<file path="src/rtl/dco_cal_ctrl.sv">
// rtl/dco_cal_ctrl.sv - SAR calibration controller for the DCO code; DCO_CAL_TRACK_EN adds post-lock tracking.
module dco_cal_ctrl #(
    parameter int EDGES   = 4,
    parameter int SETTLE  = 64,
    parameter int TIMEOUT = 1023,
    parameter int CW      = 12,
    parameter int TOL     = 2
) (
    input  logic          clk,
    input  logic          reset,
    input  logic          start,
    input  logic [CW-1:0] target,
    input  logic          dco_out,
    output logic [7:0]    dco_code,
    output logic          dco_en,
    output logic          busy,
    output logic          done,
    output logic          locked,
    output logic [CW-1:0] meas,
    output logic          timeout
);

    localparam int            IW          = $clog2(TIMEOUT + 1);
    localparam logic [CW-1:0] SETTLE_LAST = CW'(SETTLE - 1);
    localparam logic [IW-1:0] IDLE_LAST   = IW'(TIMEOUT - 1);
    localparam logic [3:0]    EDGE_LAST   = 4'(EDGES - 1);
    localparam logic [CW-1:0] CNT_MAX     = '1;
    localparam logic [CW:0]   TOL_W       = (CW + 1)'(TOL);

`ifdef DCO_CAL_TRACK_EN
    localparam bit TRACK_EN = 1'b1;
`else
    localparam bit TRACK_EN = 1'b0;
`endif

    typedef enum logic [2:0] {
        S_IDLE, S_SETTLE, S_SYNC, S_MEAS, S_DECIDE, S_VERIFY, S_DONE
    } state_t;

    // Which pass the shared SETTLE/SYNC/MEAS sequence belongs to.
    typedef enum logic [1:0] {M_SAR, M_VFY, M_TRK} mode_t;

    state_t        state, state_n;
    mode_t         mode, mode_n;
    logic [2:0]    bit_idx, bit_n;
    logic [7:0]    code_n, trial;
    logic          en_n, busy_n, done_n, locked_n, timeout_n;
    logic [CW-1:0] meas_n, cnt, cnt_n, cnt_inc;
    logic [3:0]    edge_cnt, edge_n;
    logic [IW-1:0] idle_cnt, idle_n;
    logic          dco_q, toggle, begin_cal, timeout_hit;
    state_t        meas_exit;

    assign toggle    = dco_out ^ dco_q;
    assign cnt_inc   = (cnt == CNT_MAX) ? cnt : cnt + 1'b1;
    assign meas_exit = (mode == M_SAR) ? S_DECIDE : S_VERIFY;

    always_ff @(posedge clk) begin
        if (reset) begin
            state    <= S_IDLE;
            mode     <= M_SAR;
            bit_idx  <= 3'd7;
            dco_code <= 8'h00;
            dco_en   <= 1'b0;
            busy     <= 1'b0;
            done     <= 1'b0;
            locked   <= 1'b0;
            meas     <= '0;
            timeout  <= 1'b0;
            cnt      <= '0;
            edge_cnt <= '0;
            idle_cnt <= '0;
            dco_q    <= 1'b0;
        end else begin
            state    <= state_n;
            mode     <= mode_n;
            bit_idx  <= bit_n;
            dco_code <= code_n;
            dco_en   <= en_n;
            busy     <= busy_n;
            done     <= done_n;
            locked   <= locked_n;
            meas     <= meas_n;
            timeout  <= timeout_n;
            cnt      <= cnt_n;
            edge_cnt <= edge_n;
            idle_cnt <= idle_n;
            dco_q    <= dco_out;
        end
    end

    always_comb begin
        state_n     = state;
        mode_n      = mode;
        bit_n       = bit_idx;
        code_n      = dco_code;
        en_n        = dco_en;
        busy_n      = busy;
        done_n      = done;
        locked_n    = locked;
        meas_n      = meas;
        timeout_n   = timeout;
        cnt_n       = cnt;
        edge_n      = edge_cnt;
        idle_n      = idle_cnt;
        trial       = dco_code;
        begin_cal   = 1'b0;
        timeout_hit = 1'b0;

        case (state)
            S_IDLE: begin
                if (start) begin
                    begin_cal = 1'b1;
                end
            end
            S_SETTLE: begin
                if (cnt == SETTLE_LAST) begin
                    idle_n  = '0;
                    state_n = S_SYNC;
                end else begin
                    cnt_n = cnt_inc;
                end
            end
            S_SYNC: begin
                if (toggle) begin
                    cnt_n   = '0;
                    edge_n  = '0;
                    idle_n  = '0;
                    state_n = S_MEAS;
                end else if (idle_cnt == IDLE_LAST) begin
                    timeout_hit = 1'b1;
                end else begin
                    idle_n = idle_cnt + 1'b1;
                end
            end
            S_MEAS: begin
                cnt_n = cnt_inc;
                if (toggle) begin
                    idle_n = '0;
                    // cnt_inc on the closing toggle gives EDGES*H for half-period H.
                    if (edge_cnt == EDGE_LAST) begin
                        meas_n  = cnt_inc;
                        state_n = meas_exit;
                    end else begin
                        edge_n = edge_cnt + 1'b1;
                    end
                end else if (idle_cnt == IDLE_LAST) begin
                    timeout_hit = 1'b1;
                end else begin
                    idle_n = idle_cnt + 1'b1;
                end
            end
            S_DECIDE: begin
                if (meas > target) begin
                    trial[bit_idx] = 1'b0;
                end
                if (bit_idx != 3'd0) begin
                    trial[bit_idx - 3'd1] = 1'b1;
                    bit_n = bit_idx - 3'd1;
                end else begin
                    mode_n = M_VFY;
                end
                code_n  = trial;
                cnt_n   = '0;
                state_n = S_SETTLE;
            end
            S_VERIFY: begin
                if (TRACK_EN && mode == M_TRK) begin
                    if (meas > target && dco_code != 8'h00) begin
                        code_n   = dco_code - 8'd1;
                        locked_n = 1'b0;
                    end else if (({1'b0, meas} + TOL_W) < {1'b0, target} && dco_code != 8'hFF) begin
                        code_n = dco_code + 8'd1;
                    end else begin
                        locked_n = 1'b1;
                    end
                end else begin
                    locked_n = (meas <= target);
                    busy_n   = 1'b0;
                    done_n   = 1'b1;
                end
                state_n = S_DONE;
            end
            S_DONE: begin
                if (start) begin
                    begin_cal = 1'b1;
                end else if (TRACK_EN) begin
                    mode_n  = M_TRK;
                    cnt_n   = '0;
                    state_n = S_SETTLE;
                end
            end
            default: state_n = S_IDLE;
        endcase

        if (timeout_hit) begin
            meas_n    = CNT_MAX;
            timeout_n = 1'b1;
            state_n   = meas_exit;
        end

        if (begin_cal) begin
            busy_n    = 1'b1;
            en_n      = 1'b1;
            done_n    = 1'b0;
            timeout_n = 1'b0;
            locked_n  = 1'b0;
            code_n    = 8'h80;
            bit_n     = 3'd7;
            mode_n    = M_SAR;
            cnt_n     = '0;
            state_n   = S_SETTLE;
        end
    end

endmodule

</file>
<file path="config.mk">
export PLATFORM = sky130hd
export DESIGN_NAME = dco_cal_ctrl
export DESIGN_NICKNAME = d
export VERILOG_FILES = /design/src/rtl/dco_cal_ctrl.sv
export SDC_FILE = /design/constraint.sdc
export NUM_CORES = 1
export LEC_CHECK = 0
export ABC_AREA = 1
export CORE_MARGIN = 4
export CORE_UTILIZATION = 51
export DETAILED_ROUTE_END_ITERATION = 10
export GPL_TIMING_DRIVEN = 0
export PLACE_DENSITY = 0.77
export SLEW_MARGIN = 5
export SYNTH_ARGS = -nofsm -noshare
export SYNTH_HDL_FRONTEND = slang
export SYNTH_SLANG_ARGS = --single-unit
</file>
<file path="constraint.sdc">
create_clock -name clk -period 1.5 [get_ports clk]
set_clock_uncertainty 0.05 [all_clocks]
set_input_delay 0.3 -clock clk [delete_from_list [all_inputs] [get_ports clk]]
set_output_delay 0.3 -clock clk [all_outputs]
set_load 0.03 [all_outputs]
</file>
After elaboration in Yosys (flattened, before gate mapping)
Cells that the tools add are included.
{"block": "totals", "regBits": 59, "inputBits": 16, "output_inout_bits": 25, "word_cells": 121}
{"block": "classes", "addsub": 4, "magnitude_cmp": 6, "n_eq_ne": 26, "muxes": 40, "n_bitwise": 5, "n_reduce_logical": 24}
{"operator": "12-bit 2-to-1 mux", "n": 7}
{"operator": "12-bit one-hot mux with 4 select lines", "n": 1}
{"operator": "8-bit 2-to-1 mux", "n": 5}
{"operator": "10-bit 2-to-1 mux", "n": 3}
{"operator": "10-bit one-hot mux with 2 select lines", "n": 1}
{"operator": "3-bit one-hot mux with 6 select lines", "n": 1}
{"operator": "4-bit inequality test (second input constant)", "n": 4}
{"operator": "3-bit 2-to-1 mux", "n": 5}
{"operator": "3-bit inequality test (second input constant)", "n": 5}
{"operator": "2-bit nonzero test", "n": 7}
{"operator": "12-bit by 1-bit adder with 12-bit output (second input constant)", "n": 1}
{"operator": "12-bit == test (second input constant)", "n": 1}
{"operator": "12-bit by 6-bit == test with 1-bit output (second input constant)", "n": 1}
{"operator": "12-bit greater-than comparator", "n": 1}
{"operator": "12-bit <= comparator", "n": 1}
{"operator": "4-bit 2-to-1 mux", "n": 3}
{"operator": "1-bit 2-to-1 mux", "n": 11}
{"operator": "10-bit by 1-bit adder with 10-bit output (second input constant)", "n": 1}
{"operator": "10-bit == test (second input constant)", "n": 1}
{"operator": "2-bit inequality test (second input constant)", "n": 5}
{"operator": "5-bit AND reduction", "n": 2}
{"operator": "3-bit == test (second input constant)", "n": 3}
{"operator": "3-bit AND reduction", "n": 3}
{"operator": "8-bit AND", "n": 1}
{"operator": "23 further kinds", "n": 31}

Longest topological paths before layout
Gate-level depths: netlist of the first run.
{"block": "logic_depth", "ltp_word": 12, "ltp_mapped": 12, "depth_no_buf": 12}

Worst setup path after synthesis of the first run
OpenSTA, ideal clock, no wires.
{"block": "synth_timing", "path_type": "reg-to-reg", "from": "register meas[11]", "to": "register dco_code[0]", "setup_time_ns": 0.070, "arrival_time_ns": 1.542, "t_required_ns": 1.380, "slack_ns": -0.162, "stages_incl_launch_ff": 8, "path_buffers": 0, "period_less_slack_ns": 1.662, "path_cell_list": "dfxtp_1 ha_1 a21o_1 nor2_1 nand3_1 nand4_1 nand2_1 a21oi_1"}
{"block": "synth_between", "elab_chain_len": 5}
{"element": "from (decl)", "line_no": "19", "rtl": "output logic [CW-1:0] meas,"}
{"element": "from (signal assigned)", "line_no": "83", "rtl": "meas <= meas_n;"}
{"element": "12-bit greater-than comparator *", "line_no": "154", "rtl": "if (meas > target) begin"}
{"element": "8-bit 2-to-1 mux *", "line_no": "154"}
{"element": "8-bit 2-to-1 mux *", "line_no": "110", "rtl": "case (state)"}
{"element": "8-bit OR (no source line)"}
{"element": "8-bit 2-to-1 mux *", "line_no": "157", "rtl": "if (bit_idx != 3'd0) begin"}
{"element": "to (signal assigned)", "line_no": "78", "rtl": "dco_code <= code_n;"}
{"element": "to (decl)", "line_no": "14", "rtl": "output logic [7:0] dco_code,"}
Mark *: on every way between the ends. The rest lies on a longest branch, timed or not. The select of a mux whose other input is x is not followed.
A chain may end at the register's enable or synchronous reset.

Worst setup path in the final report of the first run
{"block": "layout_timing", "from": "input port target[1]", "to": "register dco_code[7]"}
{"block": "layout_between", "elab_chain_len": 7}
{"element": "from (decl)", "line_no": "12", "rtl": "input logic [CW-1:0] target,"}
{"element": "12-bit greater-than comparator *", "line_no": "154"}
{"element": "8-bit 2-to-1 mux *", "line_no": "154"}
{"element": "8-bit 2-to-1 mux *", "line_no": "110"}
{"element": "8-bit OR (no source line)"}
{"element": "8-bit 2-to-1 mux *", "line_no": "157"}
{"element": "8-bit 2-to-1 mux *", "line_no": "110"}
{"element": "8-bit 2-to-1 mux *", "line_no": "202", "rtl": "if (begin_cal) begin"}
Marks and branches as above.

==> results of run 1 <==
-- routing by layer --
layer / wire [um] / vias up / part of all wire [%]
met1: 5540 / 2066 / 37
met4: 1040 / 0 / 6.9
met2: 6900 / 387 / 46
li1: - / 1871 / -
met5: 0 / - / 0
met3: 1580 / 140 / 10
-- cell usage in the layout, fill, tap and decap left out, drive strengths merged, types with 3 or more instances in the layout --
master | synthesis | layout
nand3 | 25 | 26
dlygate4sd2 | 0 | 28
clkinv | 0 | 3
a31oi | 8 | 8
clkbuf | 2 | 13
dlymetal6s2s | 0 | 5
o21ai | 19 | 19
buf | 9 | 67
xor2 | 7 | 7
nand2 | 145 | 145
clkdlybuf4s50 | 0 | 3
nand4 | 18 | 18
inv | 63 | 62
clkdlybuf4s15 | 0 | 4
a21oi | 44 | 44
xnor2 | 7 | 7
ha | 18 | 18
nor2 | 55 | 55
dfxtp | 59 | 59
nor3 | 11 | 11
-- sequential cells by signal (all words and copies together) (netlist names) --
| register | flops |
|---|---|
| cnt | 12 |
| meas | 12 |
| idle_cnt | 10 |
| dco_code | 8 |
| edge_cnt | 4 |
| bit_idx | 3 |
| state | 3 |
| busy | 1 |
| dco_en | 1 |
| dco_q | 1 |
| done | 1 |
| locked | 1 |
| mode | 1 |
| timeout | 1 |
-- through the flow --
step | utilization [%] | setup TNS (ns) | area [um2] | hold WS, ns
finish | 87.0 | -7.89 | 5650 | 0.284
global placement | 62.3 | -30.93 | 4050 | 0.389
global route | 87.0 | -10.42 | 5650 | 0.302
detailed placement | 62.3 | -31.39 | 4050 | 0.391
floorplan | - | -0.0449 | 3550 | 0.319
CTS | 75.4 | -2.56 | 4900 | 0.355
-- cell usage after synthesis, types with 3 or more instances --
master,number
a21oi_1,43
a31oi_1,8
buf_2,3
buf_4,3
buf_6,3
dfxtp_1,59
ha_1,18
inv_1,58
inv_2,5
nand2_1,140
nand2_2,3
nand3_1,21
nand4_1,17
nor2_1,47
nor2_2,4
nor2_4,4
nor3_1,9
o21ai_0,16
xnor2_1,6
xor2_1,7
-- cells by family (layout without fill, tap and decap cells) --
kind of cell / Yosys count / after routing / share of synthesized area [%]
AND/OR/NAND/NOR: 258 / 259 / 34.1
AO/OA/AOI/OAI: 80 / 80 / 12.8
buffers and inverters: 74 / 188 / 9.05
flip-flops: 59 / 59 / 33.9
adder cells (fa/ha/maj): 18 / 18 / 6.47
XOR/XNOR: 14 / 14 / 3.74
-- final cells by class --
type / count / area [um2]
plain buffers: 10 / 106
well taps: 77 / 96.3
fillers: 276 / 846
clock buffers: 11 / 151
inverters: 63 / 255
repair buffers: 99 / 891
flip-flops and latches: 59 / 1260
multi-input cells: 371 / 2810
clock inverters: 5 / 75.1
-- path summary, 6_finish.rpt --
kind / from / end / slack (ns) / cells past startpoint
max: target[1] / dco_code[7] / -0.27 / 12
min: reset / idle_cnt[9] / 0.28 / 2
min reg2reg: timeout / timeout / 0.40 / 2
max reg2reg: cnt[6] / cnt[11] / -0.25 / 8
-- power by group through the flow --
stage          clock network, uW  logic, uW  registers, uW
2_1_floorplan                  0       1140           1830
3_3_place_gp                   0       1550           1790
4_1_cts                     1660       2340           1770
5_1_grt                     1780       3420           1790
3_5_place_dp                   0       1590           1800
6_report                    1720       3290           1800
-- what timing repair did --
item                                   in CTS  in global routing
gates cloned                                5                  1
endpoints found under the hold margin       0                  0
pin swaps                                  32                 66
resized for setup                         152                158
setup endpoints to repair                  81                 56
setup buffers                              30                 24
-- critical path: stages --
cell and delay [ns]:
clkdlybuf4s50_1 0.46, inv_1 0.07, ha_4 0.24, nand2_1 0.08
nand2_1 0.06, nand2_1 0.10, nand2_2 0.09, nand2_4 0.13
nand3_4 0.14, nand4_1 0.13, nand2_1 0.07, a21oi_2 0.12
==> results.txt, run 1 <==
antenna viol nets, final: 0
cell area power density: 1200 nW/um2
cell count after synthesis: 503
# diodes: 0
Placed Instances: 620
routed len/inst: 21.7 um
Layout area overhead: 62.2%
worst min path class: in -> reg
Switching Fraction: 41.1%
row cnt: 29
gr busiest metal: met2
Die Area: 8220 um2
Routed Wire Length: 15,100 um
final setup margin: -0.266 ns
Yosys reg bits: 59
pre-CTS setup slack: -0.725 ns
drc violations: 0
Non-Filler Instances: 695
CTS root buf: clkbuf_8
library cell with the largest summed area after synthesis: dfxtp_1
CTS Buffer Depth: 2
internal power: 4010 uW
crit end category: flip-flop
first-pass GRT wire length: 17,600 um
vias in the first global route: 3,823
Hold Fails Final Rpt: 0
Top-Level Pins: 41
DIE WIDTH: 90.6 um
ys async rst share: 0%
met2 usage: 42.7%
Final #Nets: 647
critical path required time: 1.74 ns
Total Power: 6800 uW
combinational cell fraction of total power: 48.4%
Synth Warn #: 0
relative slew slack: 56.0%
H-Tree Depth: 3
Syn Nets: 537
crit-path max FO: 5
Die H: 90.6 um
clk sinks: 59
DR pass1 iterations: 6
sequential fraction of design power: 26.4%
layout cell share with drive strength beyond 1: 47.4%
Setup violations, final: 53
Final Critical Period: 1.77 ns
number of distinct library cells after synthesis: 41
largest net degree at the start of global routing: 11
sequential share of the synthesized area: 33.9%
CTS tree: done
unrepaired setup endpoints after global routing: true
VDD IR max: 1430 uV
critical path arrival: 2.01 ns
routed via count: 4,464
initial drt markers: 620
slew at the pin with the worst max-slew slack: 0.660 ns
grt total ovfl: 0
Most used DFF post-synth: dfxtp_1
CP Class: in -> reg
outcome: finished, violations left
post-synthesis cell area: 3480 um2
number of enable flip-flop cells after synthesis: 0
CP startpoint kind: primary input
Achievable Freq: 566 MHz
area share of the largest cell type after synthesis: 33.9%
IO buf count: 40
M1 GR Usage: 31.6%
Clock power frac: 25.2%
hold_buf cts: 0
Total GRT Usage: 26.0%
Slew Viols, Final: 0
DR vias/cell: 6.42
Worst-path clk slew: 0.07 ns
gp weighted congestion: 0.889
crit share post-route: 118%
Mean Syn Cell Area: 6.93 um2
GR Util met3: 6.17%
Initial Util: 53.6%
Core ar.: 6490 um2
largest cells by area after synthesis: dfxtp_1, nand2_1, ha_1
clk_lat worst skew: 0.37 ns
Switch Pwr: 2800 uW
Post-DP HPWL: 6140 um
total CTS buffers: 9
max cap viols: 0
initial antenna violation count: 0
violated checks: setup timing
LEAKAGE: 0.00260 uW
Power figures use the tool's default switching activity.
==> run 2, diff against run 1 <==
--- a/config.mk
+++ b/config.mk
@@ -6,12 +6,14 @@
 export NUM_CORES = 1
 export LEC_CHECK = 0
 export ABC_AREA = 1
+export CELL_PAD_IN_SITES_DETAIL_PLACEMENT = 1
+export CELL_PAD_IN_SITES_GLOBAL_PLACEMENT = 1
 export CORE_MARGIN = 4
-export CORE_UTILIZATION = 51
+export CORE_UTILIZATION = 36
 export DETAILED_ROUTE_END_ITERATION = 10
 export GPL_TIMING_DRIVEN = 0
-export PLACE_DENSITY = 0.77
-export SLEW_MARGIN = 5
+export PLACE_DENSITY_LB_ADDON = 0.1
+export SLEW_MARGIN = 20
 export SYNTH_ARGS = -nofsm -noshare
 export SYNTH_HDL_FRONTEND = slang
 export SYNTH_SLANG_ARGS = --single-unit
==> run 2 against run 1 <==
  * The run still ends with setup timing left
  * First-iteration DRC count shrank 75%
  * Count of clock-buffer cells in the layout is 3 higher
  * Largest power group unchanged
  * Flip-flop and latch count is the same
  * Setup slack got worse by 0.055 ns
  * Combinational power increased by 10%
  * Utilization decreased by 21 points
  * Global-route usage about the same
  * Sequential share of layout area is 1.4 points lower
==> results.txt, run 2 (synthesized netlist as in run 1, its figures left out) <==
Final #Nets: 665 (+2.8%)
DIE WIDTH: 106 um (+17%)
row cnt: 35 (+21%)
grt total ovfl: 0 (unchanged)
highest metal used: met4
critical path arrival: 2.05 ns (+0.04 ns)
Achievable Freq: 549 MHz (-3.0%)
layout cell share with drive strength beyond 1: 53.5% (+6.1 points)
routed via count: 4,389 (-1.7%)
outcome: finished, violations left
Total GRT Usage: 26.0% (about the same)
Max stage delay on crit path: 0.37 ns (-0.09 ns)
Hold Fails Final Rpt: 0 (unchanged)
commonest non-fill, non-tap cells in the layout: nand2_1, buf_4, inv_1, nand2_2, nor2_1
metal2 WL: 9130 um (+32%)
FF-to-FF path depth: 9 (+1)
clk_lat worst skew: 0.36 ns (about the same)
LEAKAGE: 0.00268 uW (+3.3%)
CP Cell Sequence: ha_4, nand2_4, buf_6, nor2_4, nand3_4, buf_6, nand2_1, nand2_1, a21oi_1
Setup violations, final: 54 (+1.9%)
Core ar.: 9330 um2 (+44%)
initial drt markers: 157 (-75%)
violated checks: setup timing
first-pass GRT wire length: 23,100 um (+31%)
Routed Wire Length: 18,800 um (+25%)
# diodes: 0 (unchanged)
IO buf count: 40 (unchanged)
VDD IR max: 987 uV (-31%)
routed len/inst: 24.7 um (+14%)
cell area power density: 1130 nW/um2 (-6.4%)
Top Registers: cnt (12), meas (12), idle_cnt (10)
crit share post-route: 121% (+3.7 points)
Placement Cell Area: 4110 um2 (+1.6%)
CP delay by family, top: simple AND/OR/NAND/NOR gates
Levels on crit path: 9 (-3)
DR vias/cell: 5.74 (-11%)
total CTS buffers: 9 (unchanged)
Initial Util: 37.3% (-16 points)
initial antenna violation count: 0 (unchanged)
Slew Viols, Final: 0 (unchanged)
commonest non-fill, non-tap cell in the layout: nand2_1
relative slew slack: 51.2% (-4.9 points)
Worst-path clk slew: 0.07 ns (about the same)
CP Class: reg -> reg
largest net degree at the start of global routing: 11 (unchanged)
CTS tree: done
clk sinks: 59 (unchanged)
DR pass1 iterations: 5 (-1)
final setup margin: -0.321 ns (-0.0548 ns)
Final Critical Period: 1.82 ns (+0.0548 ns)
CTS root buf: clkbuf_8
CP startpoint kind: flip-flop
Layout area overhead: 77.0%
Die Area: 11,300 um2 (+38%)
max cap viols: 0 (unchanged)
met3 WL: 1230 um (-22%)
unrepaired setup endpoints after global routing: true
hold_buf cts: 0 (unchanged)
H-Tree Depth: 3 (unchanged)
Placed Instances: 672 (+8.4%)
crit path max-delay cell type: dfxtp_4
crit end category: flip-flop
critical path required time: 1.73 ns (about the same)
Hold Crit Depth: 2 (unchanged)
Non-Filler Instances: 764 (+9.9%)
Post-DP HPWL: 7600 um (+24%)
crit-path max FO: 6 (+1)
met1 WL: 7370 um (+33%)
Die H: 106 um (+17%)
fin area: 6160 um2 (+9.1%)
slew at the pin with the worst max-slew slack: 0.733 ns (+0.0728 ns)
Top-Level Pins: 41 (unchanged)
vias in the first global route: 4,341 (+14%)
worst min path class: in -> reg
gp weighted congestion: 0.854 (-4.0%)
drc violations: 0 (unchanged)
worst path buffer plus inverter count: 2 (unchanged)
CTS Buffer Depth: 2 (unchanged)
antenna viol nets, final: 0 (unchanged)
run 2: what timing repair did:
item	in CTS	in global routing
setup endpoints to repair	81	68
gates resized for setup	238	153
pin swaps	64	64
gates cloned	7	0
setup buffers	44	29
hold endpoints to repair	0	0
run 2: path summary, 6_finish.rpt:
| path | startpoint | endpoint | slack, ns |
|---|---|---|---|
| setup / recovery | cnt[1] | cnt[2] | -0.32 |
| hold / removal | reset | idle_cnt[9] | 0.36 |
| setup reg to reg | cnt[1] | cnt[2] | -0.32 |
| hold reg to reg | done | done | 0.40 |
run 2: metal layers:
layer / track usage, % / up-vias
met1: 30.8 / 2165
met5: 0 / -
met2: 43.7 / 227
met3: 6.31 / 94
met4: 12.9 / 0
li1: - / 1903
run 2: cell type report:
class	instances	area [um2]
fillers	1088	3160
multi-input cells	372	3050
flip-flops and latches	59	1290
repair buffers	117	1100
inverters	63	273
clock buffers	14	193
well taps	129	161
plain buffers	9	95.1
clock inverters	1	5.00
run 2: per-stage QoR:
| step | utilization [%] | total power (uW) | hold WS [ns] | TNS (ns) | setup slack (ns) |
|---|---|---|---|---|---|
| 5_1_grt | 66.1 | 7140 | 0.353 | -13.05 | -0.353 |
| 4_1_cts | 57.9 | 6190 | 0.378 | -3.16 | -0.141 |
| 6_report | 66.1 | 6950 | 0.364 | -10.34 | -0.321 |
| 2_1_floorplan | - | 2980 | 0.319 | -0.0449 | -0.0254 |
| 3_3_place_gp | 44.1 | 3430 | 0.387 | -34.22 | -0.764 |
| 3_5_place_dp | 44.1 | 3470 | 0.391 | -36.26 | -0.838 |
run 2: report_power, final:
group          internal (uW)  switching (uW)
Combinational           1470            2160
Sequential              1660             130
Clock                    816             721
Total                   3940            3010
